<file path="config.mk">
export PLATFORM = sky130hd
export DESIGN_NAME = vc_distributor
export DESIGN_NICKNAME = d
export VERILOG_FILES = /design/src/rtl/vc_distributor.sv
export SDC_FILE = /design/constraint.sdc
export NUM_CORES = 1
export LEC_CHECK = 0
export ABC_AREA = 1
export CORE_UTILIZATION = 25
export DETAILED_ROUTE_END_ITERATION = 8
export GPL_ROUTABILITY_DRIVEN = 0
export SYNTH_ARGS = -nofsm -noshare
export SYNTH_HDL_FRONTEND = slang
export SYNTH_SLANG_ARGS = --single-unit
</file>
<file path="constraint.sdc">
create_clock -name clk -period 2.4 [get_ports clk]
set_clock_uncertainty 0.2 [all_clocks]
set_input_delay 0.48 -clock clk [delete_from_list [all_inputs] [get_ports clk]]
set_output_delay 0.48 -clock clk [all_outputs]
set_load 0.01 [all_outputs]
</file>
<file path="src/rtl/vc_distributor.sv">
// vc_distributor: buffers arbiter words in a small in-order FIFO and hands
// each one to the destination FIFO of its virtual channel, applying
// head-of-line blocking, almost-full backpressure and a sticky drop flag.
module vc_distributor #(
    parameter int DEPTH     = 4,
    parameter int AF_THRESH = 3
) (
    input  logic       clk,
    input  logic       reset_L,
    input  logic [4:0] data_in,
    input  logic       valid_in,
    input  logic       fullVC0,
    input  logic       fullVC1,
    output logic       pause,
    output logic       pushVC0,
    output logic       pushVC1,
    output logic [3:0] dataOut_VC0,
    output logic [3:0] dataOut_VC1,
    output logic [7:0] count_VC0,
    output logic [7:0] count_VC1,
    output logic       overflow,
    output logic       idle
);

    localparam int PW = (DEPTH > 1) ? $clog2(DEPTH) : 1;
    localparam int OW = $clog2(DEPTH + 1);

    typedef enum logic [1:0] {
        IDLE,
        ACTIVE,
        STALL
    } state_t;

    state_t state, next_state;

    logic [4:0]    buffer [DEPTH];
    logic [PW-1:0] rd_ptr, wr_ptr;
    logic [OW-1:0] occupancy, next_occupancy;
    logic [4:0]    head;
    logic          head_full;
    logic          wr_en;
    logic          pop_en;
    logic          drop;

    // Pointers step through 0..DEPTH-1 and wrap, so DEPTH need not be a power of two.
    function automatic logic [PW-1:0] next_ptr(input logic [PW-1:0] ptr);
        if (ptr == PW'(DEPTH - 1)) begin
            return '0;
        end
        return ptr + PW'(1);
    endfunction

    // Write/pop/drop decisions; the head's full flag is looked at live this cycle.
    always_comb begin
        head           = buffer[rd_ptr];
        head_full      = head[4] ? fullVC1 : fullVC0;
        wr_en          = valid_in && (occupancy < OW'(DEPTH));
        drop           = valid_in && (occupancy == OW'(DEPTH));
        pop_en         = (occupancy != '0) && !head_full;
        next_occupancy = occupancy + OW'(wr_en) - OW'(pop_en);
    end

    // Holding buffer storage, pointers and occupancy.
    always_ff @(posedge clk or negedge reset_L) begin
        if (!reset_L) begin
            for (int i = 0; i < DEPTH; i++) begin
                buffer[i] <= '0;
            end
            rd_ptr    <= '0;
            wr_ptr    <= '0;
            occupancy <= '0;
        end else begin
            if (wr_en) begin
                buffer[wr_ptr] <= data_in;
                wr_ptr         <= next_ptr(wr_ptr);
            end
            if (pop_en) begin
                rd_ptr <= next_ptr(rd_ptr);
            end
            occupancy <= next_occupancy;
        end
    end

    // Registered push strobes, payloads, counters, backpressure and drop flag.
    always_ff @(posedge clk or negedge reset_L) begin
        if (!reset_L) begin
            pause       <= 1'b0;
            pushVC0     <= 1'b0;
            pushVC1     <= 1'b0;
            dataOut_VC0 <= '0;
            dataOut_VC1 <= '0;
            count_VC0   <= '0;
            count_VC1   <= '0;
            overflow    <= 1'b0;
        end else begin
            pause   <= (int'(next_occupancy) >= AF_THRESH);
            pushVC0 <= pop_en && !head[4];
            pushVC1 <= pop_en && head[4];
            if (pop_en && !head[4]) begin
                dataOut_VC0 <= head[3:0];
                count_VC0   <= count_VC0 + 8'd1;
            end
            if (pop_en && head[4]) begin
                dataOut_VC1 <= head[3:0];
                count_VC1   <= count_VC1 + 8'd1;
            end
            if (drop) begin
                overflow <= 1'b1;
            end
        end
    end

    // FSM state register.
    always_ff @(posedge clk or negedge reset_L) begin
        if (!reset_L) begin
            state <= IDLE;
        end else begin
            state <= next_state;
        end
    end

    // FSM next state: empty -> IDLE, blocked head -> STALL, otherwise ACTIVE.
    always_comb begin
        next_state = state;
        case (state)
            IDLE: begin
                if (wr_en) begin
                    next_state = ACTIVE;
                end
            end
            ACTIVE, STALL: begin
                if (pop_en && (occupancy == OW'(1)) && !wr_en) begin
                    next_state = IDLE;
                end else if ((occupancy != '0) && head_full) begin
                    next_state = STALL;
                end else if (occupancy != '0) begin
                    next_state = ACTIVE;
                end
            end
            default: next_state = IDLE;
        endcase
    end

    assign idle = (state == IDLE) && !pushVC0 && !pushVC1;

endmodule

</file>
==> qor.log, run 1 <==
qor: final_layout.insertedDiodeCount 0
qor: global_routing.largest_net_degree_at_the_start_of_global_routing 46
qor: synthesis.post-synth-top-count-cell sky130_fd_sc_hd__nand2_1
qor: clock_tree.clkSinkCount 57
qor: clock_tree.ctsHtreeMaxLevel 3
qor: final_layout.post_route_cells_drive_above_1_share 15.2%
qor: worst_setup_path.cp-start-kind flip-flop
qor: synthesis.synth.cells.most_frequent sky130_fd_sc_hd__nand2_1 (87), sky130_fd_sc_hd__dfrtp_1 (57), sky130_fd_sc_hd__o21ai_0 (35), sky130_fd_sc_hd__inv_1 (25), sky130_fd_sc_hd__nor2_1 (17)
qor: timing.final-hold-violation-count 0
qor: hold_path.timing.hold.worst.start count_VC1[7]$_DFFE_PN0P_
qor: floorplanning.die_footprint 11100 um^2
qor: synthesis.top_flip_flop_cell_by_instance_count_after_synthesis sky130_fd_sc_hd__dfrtp_1
qor: floorplanning.start_util 25.9%
qor: synthesis.syn_area 2670 um^2
qor: worst_setup_path.worstReg2RegStart rd_ptr[0]$_DFFE_PN0P_
qor: floorplanning.floorplan.die.height 105 um
qor: worst_setup_path.crit_fanout 4
qor: worst_setup_path.path_buf_inv 1
qor: synthesis.yosysUniqueCellTypes 29
qor: worst_setup_path.timing.setup.critical_path_class reg -> reg
qor: timing.worst_hold_check_slack 273 ps
qor: worst_setup_path.critical_path.cell_chain inv_2 > nand2_2 > nand3_4 > nand2_4 > nand3_4 > nand2_4 > nand2_2 > nand2_1 > ha_1 > fa_2 > xnor2_1 > xor2_1 > a21o_1
qor: synthesis.synthesis.nets 305
qor: synthesis.synthDominantAreaCellType sky130_fd_sc_hd__dfrtp_1
qor: global_routing.grt_pass1_wl 9.71 mm
qor: timing.final-max-slew-violation-count 0
qor: route.avgViaCountPerCell 4.20
qor: clock_tree.cts_inserted_buffers 9
qor: global_routing.grt_util_all_layers 11.3%
qor: timing.worstMarginPinSlew 337 ps
qor: timing.max_freq 435 MHz
qor: final_layout.syn2layout_area_growth 30.3%
qor: hold_path.path_category_of_the_worst_min_delay_check reg -> reg
qor: synthesis.synth.yosys.warnings 0
qor: floorplanning.ioPinCount 39
qor: worst_setup_path.critPathCaptureType flip-flop
qor: outcome.run_status completed
qor: route.number_of_detailed_routing_iterations_run_before_antenna_repair 4
qor: timing.finalSetupViolations 0
qor: clock_tree.clkTransAtPathRegs 70 ps
qor: floorplanning.placementRows 37
qor: global_routing.grt_antenna_before_repair 0
qor: final_layout.layout.nets 364
qor: clock_tree.ctsRootBufferMaster sky130_fd_sc_hd__clkbuf_8
qor: worst_setup_path.path_delay_family adder cells
qor: power.power.leakage 1.66 nW
qor: route.detailroute.via_count 2031
qor: timing.finalCriticalPeriod 2300 ps
qor: global_routing.grt.overflow.total 0
qor: synthesis.postSynthRegisterBits 57
qor: global_routing.vias_in_the_first_global_route 2071
qor: synthesis.synth.avg_cell_area 9.41 um^2
qor: route.drt_first_iter_violations 92
qor: timing.final.period_utilization 95.7%
qor: flow_run.max_cap_viol_count 0
qor: place.post-dp-hpwl 4.11 mm
qor: power.worst_ir_drop_vdd 0.429 mV
qor: power.power 4.59 mW
qor: floorplanning.floorplan.die.width 105 um
qor: synthesis.async_reset_ff_share 100%
qor: floorplanning.core_area 10300 um^2
qor: synthesis.yosys-top-cells-area sky130_fd_sc_hd__dfrtp_1 (53%), sky130_fd_sc_hd__nand2_1 (12%), sky130_fd_sc_hd__o21ai_0 (6.6%)
qor: synthesis.netlist_instances 284
qor: place.io_buffer_count 38
qor: power.power.density 1320 nW/um^2
qor: worst_setup_path.timing.critical_path.required 2420 ps
qor: clock_tree.cts_tree yes
qor: worst_setup_path.setup.worst_path.start rd_ptr[0]$_DFFE_PN0P_
qor: timing.timing.slew.headroom 77.3%
qor: route.finalWirelength 5.54 mm
qor: synthesis.synth-edff-count 0
qor: route.drt.antenna.violating_nets 0
qor: worst_setup_path.critical-path-max-stage-delay 440 ps
qor: route.wl_per_cell 11.4 um
qor: synthesis.post-synth-top-area-fraction 53.4%
qor: clock_tree.clock_path_buffers 2
qor: worst_setup_path.cell_with_the_biggest_individual_delay_on_the_critical_path sky130_fd_sc_hd__dfrtp_2
qor: clock_tree.clk-insertion-delay-late 330 ps
qor: route.detail_route.drc_violations 0
qor: synthesis.synth_sequential_area_ratio 53.4%
qor: worst_setup_path.worstPathArrival 2310 ps
worst register-to-register path, cell delays in order (launching register included):
cell and delay (ps):
sky130_fd_sc_hd__dfrtp_2 440, sky130_fd_sc_hd__inv_2 100, sky130_fd_sc_hd__nand2_2 70, sky130_fd_sc_hd__nand3_4 90, sky130_fd_sc_hd__nand2_4 60, sky130_fd_sc_hd__nand3_4 80, sky130_fd_sc_hd__nand2_4 60, sky130_fd_sc_hd__nand2_2 60
sky130_fd_sc_hd__nand2_1 50, sky130_fd_sc_hd__ha_1 190, sky130_fd_sc_hd__fa_2 330, sky130_fd_sc_hd__xnor2_1 140, sky130_fd_sc_hd__xor2_1 160, sky130_fd_sc_hd__a21o_1 160
sequential cells by signal (all words and copies together) (netlist names):
| register | cells |
|---|---|
| buffer | 20 |
| count_VC0 | 8 |
| count_VC1 | 8 |
| dataOut_VC0 | 4 |
| dataOut_VC1 | 4 |
| occupancy | 3 |
| rd_ptr | 2 |
| state | 2 |
| wr_ptr | 2 |
| overflow | 1 |
| pause | 1 |
| pushVC0 | 1 |
| pushVC1 | 1 |
cell families after synthesis:
group                      Yosys count  share of synthesized area, %
adders and majority gates           11                          5.43
buffers and inverters               31                          5.20
DFF                                 57                          53.4
and+or+nand+nor                    128                          22.9
xor gates and xnor gates            14                          4.59
AOI/OAI and AO/OA                   43                          8.48
what timing repair did:
item	4_1_cts	5_1_grt
setup buffers	0	1
setup endpoints to repair	1	1
gates resized for setup	1	5
hold endpoints to repair	12	0
hold buffers	1	0
power by group:
part           total [mW]  switching [mW]  internal, mW
combinational        2.12            1.14         0.986
clock               0.750           0.383         0.366
sequential           1.72           0.329          1.39
per-layer routing:
metal / up-vias / track usage (%) / share of wire (%)
met5: - / 0 / 0
met4: 0 / 5.03 / 2.0
met3: 9 / 3.59 / 3.8
met2: 36 / 18.0 / 47
met1: 965 / 13.9 / 47
li1: 1021 / - / -
final timing paths:
path	depth (start not counted)	end	slack (ps)
worst max-delay path	13	pause$_DFF_PN0_	100
worst min-delay path	1	count_VC1[7]$_DFFE_PN0P_	270
worst max register to register	13	pause$_DFF_PN0_	100
worst min register to register	1	count_VC1[7]$_DFFE_PN0P_	270
max in group asynchronous	3	rd_ptr[0]$_DFFE_PN0P_	1080
min in group asynchronous	2	buffer[14]$_DFFE_PN0P_	380
through the flow:
stage / utilization [%] / setup TNS (ps) / area (um^2) / std cells / setup slack (ps)
floorplan: - / -27.6 / 2690 / 284 / -27.6
finish: 33.7 / 0 / 3480 / 484 / 103
detailed placement: 31.9 / -261 / 3290 / 466 / -189
global route: 33.7 / -14.6 / 3480 / 484 / -14.6
global placement: 31.9 / -206 / 3290 / 466 / -160
CTS: 33.6 / 0 / 3470 / 483 / 66.7
area by class of cell:
| class | instances | area, um^2 |
|---|---|---|
| repair buffers | 52 | 494 |
| flip-flops and latches | 57 | 1430 |
| inverters | 27 | 104 |
| clock inverters | 6 | 35.0 |
| fillers | 1050 | 6840 |
| well taps | 136 | 170 |
| multi-input cells | 196 | 1120 |
| clock buffers | 10 | 128 |
placed cells by master, fill, tap and decap left out, types with 2 or more instances in the layout:
cell and count:
sky130_fd_sc_hd__buf_4 12, sky130_fd_sc_hd__clkbuf_8 9, sky130_fd_sc_hd__clkdlybuf4s50_1 36, sky130_fd_sc_hd__clkinv_2 4, sky130_fd_sc_hd__clkinvlp_4 2, sky130_fd_sc_hd__dfrtp_1 55, sky130_fd_sc_hd__dfrtp_2 2, sky130_fd_sc_hd__ha_1 10
sky130_fd_sc_hd__inv_1 24, sky130_fd_sc_hd__inv_2 2, sky130_fd_sc_hd__nand2_1 84, sky130_fd_sc_hd__nand2_2 4, sky130_fd_sc_hd__nand2_4 4, sky130_fd_sc_hd__nand3_1 7, sky130_fd_sc_hd__nand3_4 3, sky130_fd_sc_hd__nor2_1 17
sky130_fd_sc_hd__nor2_2 2, sky130_fd_sc_hd__nor3_1 2, sky130_fd_sc_hd__o21ai_0 35, sky130_fd_sc_hd__o21ai_1 2, sky130_fd_sc_hd__o22ai_1 4, sky130_fd_sc_hd__xnor2_1 6, sky130_fd_sc_hd__xor2_1 8
No activity file was read; power rests on OpenSTA's default activity.
==> inputs of run 2 (changes only) <==
--- a/config.mk
+++ b/config.mk
@@ -9,6 +9,7 @@
 export CORE_UTILIZATION = 25
 export DETAILED_ROUTE_END_ITERATION = 8
 export GPL_ROUTABILITY_DRIVEN = 0
+export PLACE_DENSITY = 0.54
 export SYNTH_ARGS = -nofsm -noshare
 export SYNTH_HDL_FRONTEND = slang
 export SYNTH_SLANG_ARGS = --single-unit
==> run 2 against run 1 <==
Against the previous run:
- design area up 1.9%
- maximum frequency up 0.24%
- clock power up 28%
- worst hold slack worse by 3.7 ps
- sequential power about the same
==> qor.log, run 2 (synthesized netlist as in run 1, its figures left out) <==
qor: timing.timing.slew.headroom 66.4% [-11 points]
qor: timing.final-hold-violation-count 0 [unchanged]
qor: route.drt_first_iter_violations 54 [-41%]
qor: worst_setup_path.worstReg2RegStart rd_ptr[0]$_DFFE_PN0P_
qor: global_routing.grt.overflow.total 0 [unchanged]
qor: outcome.run_status completed
qor: global_routing.grt_use_met3 3.53% [-0.062 points]
qor: final_layout.syn2layout_area_growth 32.7%
qor: final_layout.max_reg_flops 20 [unchanged]
qor: worst_setup_path.critical_path.cell_chain inv_2 > nand2_2 > nand3_4 > nand2_4 > nand3_4 > nand2_4 > nand2_2 > nand2_1 > ha_2 > fa_2 > xnor2_1 > xor2_1 > a21o_1
qor: final_layout.filler_cell_count 1059 [+0.86%]
qor: final_layout.commonest_cells_after_routing_fill_and_taps_aside sky130_fd_sc_hd__nand2_1 (84), sky130_fd_sc_hd__dfrtp_1 (57), sky130_fd_sc_hd__clkdlybuf4s50_1 (36)
qor: final_layout.layout.cell_area.non_filler 3550 um^2 [+1.9%]
qor: clock_tree.clock_path_buffers 2 [unchanged]
qor: final_layout.layout.nets 365 [+0.27%]
qor: timing.final-max-slew-violation-count 0 [unchanged]
qor: clock_tree.clk-insertion-delay-late 330 ps [about the same]
qor: global_routing.global_route.usage.met2 18.9% [+0.85 points]
qor: floorplanning.floorplan.die.width 105 um [unchanged]
qor: worst_setup_path.cp.depth 13 [unchanged]
qor: route.avgViaCountPerCell 4.19 [-0.25%]
qor: place.io_buffer_count 38 [unchanged]
qor: route.number_of_detailed_routing_iterations_run_before_antenna_repair 4 [unchanged]
qor: power.power.density 1360 nW/um^2 [+3.0%]
qor: floorplanning.core_area 10300 um^2 [unchanged]
qor: floorplanning.start_util 25.9% [unchanged]
qor: worst_setup_path.crit_fanout 4 [unchanged]
qor: worst_setup_path.rr_endpoint pause$_DFF_PN0_
qor: timing.worst_hold_check_slack 269 ps [-3.72 ps]
qor: timing.postLayoutSetupSlackWorst 108 ps [+5.51 ps]
qor: timing.fin_tns_setup 0 ps [unchanged]
qor: worst_setup_path.critical-path-max-stage-delay 420 ps [-20 ps]
qor: final_layout.post_route_cells_drive_above_1_share 15.2% [unchanged]
qor: worst_setup_path.setup.worst_path.start rd_ptr[0]$_DFFE_PN0P_
qor: clock_tree.ctsHtreeMaxLevel 3 [unchanged]
qor: worst_setup_path.timing.reg2reg.worst_path_depth 13 [unchanged]
qor: final_layout.registers.top_by_ff_count buffer
qor: route.detailroute.via_count 2026 [-0.25%]
qor: worst_setup_path.critPathCapture pause$_DFF_PN0_
qor: route.drt.antenna.violating_nets 0 [unchanged]
qor: global_routing.grt_util_all_layers 11.7% [+0.37 points]
qor: route.wl_per_cell 11.7 um [+2.5%]
qor: worst_setup_path.cp-start-kind flip-flop
qor: floorplanning.ioPinCount 39 [unchanged]
qor: clock_tree.ctsRootBufferMaster sky130_fd_sc_hd__clkbuf_8
qor: power.worst_ir_drop_vdd 0.430 mV [+0.23%]
qor: place.post-dp-hpwl 4.16 mm [+1.2%]
qor: worst_setup_path.path_buf_inv 1 [unchanged]
qor: global_routing.vias_in_the_first_global_route 2064 [-0.34%]
qor: place.dpl_worst_slack -191 ps [-2.20 ps]
qor: power.power 4.82 mW [+4.9%]
qor: flow_run.max_cap_viol_count 0 [unchanged]
qor: timing.max_freq 436 MHz [+0.24%]
qor: place.postPlaceCellArea 3300 um^2 [+0.23%]
qor: worst_setup_path.path_delay_family adder cells
qor: route.detail_route.drc_violations 0 [unchanged]
qor: timing.final.period_utilization 95.5% [-0.23 points]
qor: final_layout.largestRegisters buffer x20, count_VC0 x8, count_VC1 x8
qor: worst_setup_path.critPathCaptureType flip-flop
qor: global_routing.grt_pass1_wl 9.86 mm [+1.6%]
qor: timing.worstMarginPinSlew 503 ps [+167 ps]
qor: timing.rsz0062_at_grt false
qor: clock_tree.clkSinkCount 57 [unchanged]
qor: global_routing.grt_antenna_before_repair 0 [unchanged]
qor: floorplanning.die_footprint 11100 um^2 [unchanged]
qor: clock_tree.cts_inserted_buffers 9 [unchanged]
qor: timing.finalCriticalPeriod 2290 ps [-5.51 ps]
qor: global_routing.largest_net_degree_at_the_start_of_global_routing 29 [-37%]
qor: worst_setup_path.regToRegSetupSlack 110 ps [about the same]
qor: final_layout.layout_commonest_cell sky130_fd_sc_hd__nand2_1
qor: clock_tree.clkTransAtPathRegs 60 ps [about the same]
qor: timing.finalSetupViolations 0 [unchanged]
qor: power.power.leakage 1.71 nW [+2.8%]
qor: global_routing.gr-usage-met1 14.0% [+0.15 points]
qor: hold_path.path_category_of_the_worst_min_delay_check reg -> reg
qor: floorplanning.floorplan.die.height 105 um [unchanged]
qor: worst_setup_path.cell_with_the_biggest_individual_delay_on_the_critical_path sky130_fd_sc_hd__dfrtp_1
qor: worst_setup_path.worstPathArrival 2310 ps [about the same]
qor: final_layout.insertedDiodeCount 0 [unchanged]
qor: route.finalWirelength 5.67 mm [+2.5%]
qor: clock_tree.cts_tree yes
qor: global_routing.busiest_layer met2
qor: worst_setup_path.timing.setup.critical_path_class reg -> reg
qor: worst_setup_path.timing.critical_path.required 2420 ps [about the same]
qor: floorplanning.placementRows 37 [unchanged]
==> run 2: cell types whose count changed in the layout (fill, tap and decap cells not counted), sizes merged <==
cell / previous run / this run
bufinv: 0 / 1
clkinv: 4 / 1
clkinvlp: 2 / 0
dlymetal6s2s: 0 / 1
clkbuf: 10 / 13
dlygate4sd2: 1 / 0
buf: 14 / 15
==> run 2: area by class of cell <==
| type | count | area, um^2 | share of cell area, % |
|---|---|---|---|
| tap | 136 | 170 | 4.80 |
| multi-input combinational | 196 | 1130 | 31.8 |
| sequential | 57 | 1430 | 40.2 |
| clock buffer | 13 | 179 | 5.05 |
| clock inverter | 2 | 35.0 | 0.988 |
| timing repair buffer | 53 | 505 | 14.3 |
| inverter | 27 | 104 | 2.93 |
==> run 2: worst register-to-register path, stage by stage (launching register included) <==
cell and delay [ps]:
sky130_fd_sc_hd__dfrtp_1 420, sky130_fd_sc_hd__inv_2 110, sky130_fd_sc_hd__nand2_2 70, sky130_fd_sc_hd__nand3_4 90, sky130_fd_sc_hd__nand2_4 60, sky130_fd_sc_hd__nand3_4 70, sky130_fd_sc_hd__nand2_4 60, sky130_fd_sc_hd__nand2_2 60
sky130_fd_sc_hd__nand2_1 60, sky130_fd_sc_hd__ha_2 170, sky130_fd_sc_hd__fa_2 340, sky130_fd_sc_hd__xnor2_1 140, sky130_fd_sc_hd__xor2_1 180, sky130_fd_sc_hd__a21o_1 160
==> run 2: per-layer routing <==
metal	up-vias	share of wire (%)
li1	1023	-
met1	964	46
met2	31	49
met3	8	4.1
met4	0	1.8
met5	-	0
==> run 2: through the flow <==
stage | utilization (%) | cells
finish | 34.3 | 484
global route | 34.3 | 484
CTS | 34.2 | 483
detailed placement | 32.0 | 467
global placement | 32.0 | 467
floorplan | - | 284
==> run 2: worst min-delay path by stage <==
stage / start / to / slack [ps] / cells past startpoint
after global placement: overflow$_DFFE_PN0P_ / overflow$_DFFE_PN0P_ / 250 / 1
after detailed placement: overflow$_DFFE_PN0P_ / overflow$_DFFE_PN0P_ / 260 / 1
final: overflow$_DFFE_PN0P_ / overflow$_DFFE_PN0P_ / 270 / 1
after global routing: overflow$_DFFE_PN0P_ / overflow$_DFFE_PN0P_ / 310 / 1
after floorplan: reset_L / buffer[0]$_DFFE_PN0P_ / -20 / 0
after CTS: overflow$_DFFE_PN0P_ / overflow$_DFFE_PN0P_ / 280 / 1
==> run 2: what timing repair did <==
item | CTS | global route
buffers inserted | 0 | 1
setup endpoints to repair | 0 | 2
gates resized for setup | 0 | 5
hold buffers | 1 | 0
endpoints found under the hold margin | 19 | 0
==> run 2: power by group <==
part           internal (mW)  switching (mW)
Combinational           1.01            1.15
Sequential              1.39           0.316
Clock                  0.586           0.374
Total                   2.98            1.84
==> inputs of run 3 (changes only) <==
--- a/config.mk
+++ b/config.mk
@@ -6,10 +6,13 @@
 export NUM_CORES = 1
 export LEC_CHECK = 0
 export ABC_AREA = 1
+export CELL_PAD_IN_SITES_DETAIL_PLACEMENT = 1
+export CELL_PAD_IN_SITES_GLOBAL_PLACEMENT = 1
 export CORE_UTILIZATION = 25
 export DETAILED_ROUTE_END_ITERATION = 8
 export GPL_ROUTABILITY_DRIVEN = 0
-export PLACE_DENSITY = 0.54
+export PLACE_DENSITY = 0.64
 export SYNTH_ARGS = -nofsm -noshare
 export SYNTH_HDL_FRONTEND = slang
 export SYNTH_SLANG_ARGS = --single-unit
+export TNS_END_PERCENT = 50
==> run 3 against run 2 <==
Against the previous run:
- die area unchanged
- combinational power up 7%
- largest cell class unchanged
- routed wire length up 10%
- clock power down 6.9%
- sequential power about the same
- clock-buffer cell count down 2
- final cell count up 0.62%
- flip-flop and latch count unchanged
- global-route usage up 0.61 points
- largest power group unchanged
- sequential share of layout area down 0.32 points
- core utilization up 0.28 points
- design area up 0.81%
==> qor.log, run 3 (synthesized netlist as in run 1, its figures left out) <==
qor: final_layout.layout.nets 367 [+0.55%]
qor: worst_setup_path.timing.reg2reg.worst_path_depth 13 [unchanged]
qor: floorplanning.ioPinCount 39 [unchanged]
qor: timing.finalSetupViolations 0 [unchanged]
qor: worst_setup_path.rr_endpoint pause$_DFF_PN0_
qor: timing.final.period_utilization 99.0% [+3.5 points]
qor: clock_tree.cts_inserted_buffers 9 [unchanged]
qor: power.worst_ir_drop_vdd 0.411 mV [-4.4%]
qor: power.power.density 1370 nW/um^2 [+1.0%]
qor: floorplanning.start_util 25.9% [unchanged]
qor: worst_setup_path.timing.setup.critical_path_class reg -> reg
qor: timing.finalCriticalPeriod 2380 ps [+84.4 ps]
qor: route.wl_per_cell 12.8 um [+9.3%]
qor: worst_setup_path.crit_fanout 4 [unchanged]
qor: worst_setup_path.regToRegSetupSlack 20 ps [-80 ps]
qor: worst_setup_path.critPathCaptureType flip-flop
qor: global_routing.grt.overflow.total 0 [unchanged]
qor: hold_path.path_category_of_the_worst_min_delay_check reg -> reg
qor: timing.rsz0062_at_grt true
qor: route.finalWirelength 6.24 mm [+10%]
qor: worst_setup_path.path_buf_inv 1 [unchanged]
qor: global_routing.largest_net_degree_at_the_start_of_global_routing 58 [+100%]
qor: worst_setup_path.critical-path-max-stage-delay 420 ps [about the same]
qor: route.avgViaCountPerCell 4.23 [+1.1%]
qor: worst_setup_path.path_common_cell sky130_fd_sc_hd__nand2_4
qor: timing.final-hold-violation-count 0 [unchanged]
qor: final_layout.commonest_cells_after_routing_fill_and_taps_aside sky130_fd_sc_hd__nand2_1 (83), sky130_fd_sc_hd__dfrtp_1 (57), sky130_fd_sc_hd__clkdlybuf4s50_1 (36)
qor: global_routing.grt_antenna_before_repair 0 [unchanged]
qor: route.drt.antenna.violating_nets 0 [unchanged]
qor: power.power.leakage 1.71 nW [-0.29%]
qor: clock_tree.ctsRootBufferMaster sky130_fd_sc_hd__clkbuf_8
qor: place.place_inst 466 [-0.21%]
qor: global_routing.grt_pass1_wl 10.5 mm [+6.7%]
qor: route.number_of_detailed_routing_iterations_run_before_antenna_repair 4 [unchanged]
qor: floorplanning.die_footprint 11100 um^2 [unchanged]
qor: worst_setup_path.setup.worst_path.start rd_ptr[0]$_DFFE_PN0P_
qor: final_layout.ff_latch_area 1430 um^2 [unchanged]
qor: hold_path.timing.hold.worst.start count_VC1[7]$_DFFE_PN0P_
qor: worst_setup_path.critPathCapture pause$_DFF_PN0_
qor: final_layout.instances_no_fill 487 [+0.62%]
qor: floorplanning.core_area 10300 um^2 [unchanged]
qor: timing.final-max-slew-violation-count 0 [unchanged]
qor: timing.worstMarginPinSlew 339 ps [-164 ps]
qor: global_routing.vias_in_the_first_global_route 2121 [+2.8%]
qor: clock_tree.cts_tree yes
qor: place.post-dp-hpwl 4.47 mm [+7.6%]
qor: worst_setup_path.worstPathArrival 2400 ps [+90 ps]
qor: worst_setup_path.worstReg2RegStart rd_ptr[0]$_DFFE_PN0P_
qor: route.drt_first_iter_violations 70 [+30%]
qor: final_layout.registers.top_by_ff_count buffer
qor: floorplanning.placementRows 37 [unchanged]
qor: final_layout.layout_commonest_cell sky130_fd_sc_hd__nand2_1
qor: clock_tree.clkTransAtPathRegs 70 ps [about the same]
qor: route.detail_route.drc_violations 0 [unchanged]
qor: final_layout.syn2layout_area_growth 33.8%
qor: final_layout.filler_cell_count 1188 [+12%]
qor: clock_tree.clk-insertion-delay-late 330 ps [about the same]
qor: worst_setup_path.cp-start-kind flip-flop
qor: place.io_buffer_count 38 [unchanged]
qor: flow_run.max_cap_viol_count 0 [unchanged]
qor: clock_tree.clock_path_buffers 2 [unchanged]
qor: timing.timing.slew.headroom 77.3% [+11 points]
qor: clock_tree.clkSinkCount 57 [unchanged]
qor: route.detailroute.via_count 2060 [+1.7%]
qor: worst_setup_path.critical_path.cell_chain inv_2 > nand2_2 > nand3_4 > nand2_4 > nand3_4 > nand2_4 > nand2_4 > nand2_4 > ha_4 > fa_2 > xnor2_2 > xor2_1 > a21o_1
qor: floorplanning.floorplan.die.width 105 um [unchanged]
qor: worst_setup_path.cell_with_the_biggest_individual_delay_on_the_critical_path sky130_fd_sc_hd__dfrtp_1
qor: outcome.run_status completed
qor: final_layout.insertedDiodeCount 0 [unchanged]
qor: timing.worst_hold_check_slack 270 ps [+1.01 ps]
qor: final_layout.max_reg_flops 20 [unchanged]
qor: final_layout.post_route_cells_drive_above_1_share 16.5% [+1.3 points]
qor: final_layout.multi_input_comb_area 1160 um^2 [+3.1%]
qor: worst_setup_path.path_delay_family simple AND/OR/NAND/NOR gates
qor: global_routing.grt_util_all_layers 12.3% [+0.61 points]
qor: worst_setup_path.cp.depth 13 [unchanged]
qor: worst_setup_path.timing.critical_path.required 2420 ps [about the same]
qor: final_layout.largestRegisters buffer x20, count_VC0 x8, count_VC1 x8
qor: floorplanning.floorplan.die.height 105 um [unchanged]
qor: timing.max_freq 421 MHz [-3.6%]
qor: clock_tree.ctsHtreeMaxLevel 3 [unchanged]
## run 3: timing repair
item                                    CTS  global route
gates resized for setup                   2             9
hold buffers                              1             0
setup buffers                             0             4
endpoints found under the setup margin    2             2
pin swaps                                 0             6
hold endpoints to repair                 57             0
## run 3: worst min-delay path by stage
stage                                    end  slack, ps  cells past startpoint
floorplan              buffer[0]$_DFFE_PN0P_        -20                      0
global placement        overflow$_DFFE_PN0P_        260                      1
detailed placement  count_VC1[7]$_DFFE_PN0P_        260                      1
CTS                 count_VC1[7]$_DFFE_PN0P_        280                      1
global route            overflow$_DFFE_PN0P_        300                      1
finish              count_VC1[7]$_DFFE_PN0P_        270                      1
## run 3: layout make-up
type	count	share of cell area (%)
multi-input combinational	196	32.5
sequential	57	39.9
timing repair buffer	55	14.5
inverter	27	2.91
tap	136	4.76
clock inverter	5	1.54
clock buffer	11	3.96
## run 3: metrics by stage
| step | util [%] | TNS, ps | setup slack [ps] | total power, mW | instance area (um^2) |
|---|---|---|---|---|---|
| final | 34.6 | 0 | 23.9 | 4.90 | 3570 |
| after global routing | 34.6 | -79.7 | -79.7 | 5.34 | 3570 |
| after CTS | 33.9 | 0 | 1.02 | 4.83 | 3500 |
| after detailed placement | 31.9 | -415 | -254 | 3.90 | 3290 |
| after global placement | 31.9 | -196 | -155 | 3.81 | 3290 |
| after floorplan | - | -27.6 | -27.6 | 3.02 | 2690 |
## run 3: report_power, final
group          internal, mW  switching [mW]  total (mW)
registers              1.39           0.328        1.71
clock network         0.504           0.389       0.893
logic                  1.07            1.23        2.30
## run 3: routing by layer
| layer | vias up | wire (um) | GRT usage [%] |
|---|---|---|---|
| met5 | - | 0 | 0 |
| met4 | 0 | 87 | 6.04 |
| met3 | 8 | 199 | 2.54 |
| met2 | 32 | 3070 | 19.5 |
| met1 | 990 | 2880 | 15.8 |
| li1 | 1030 | - | - |
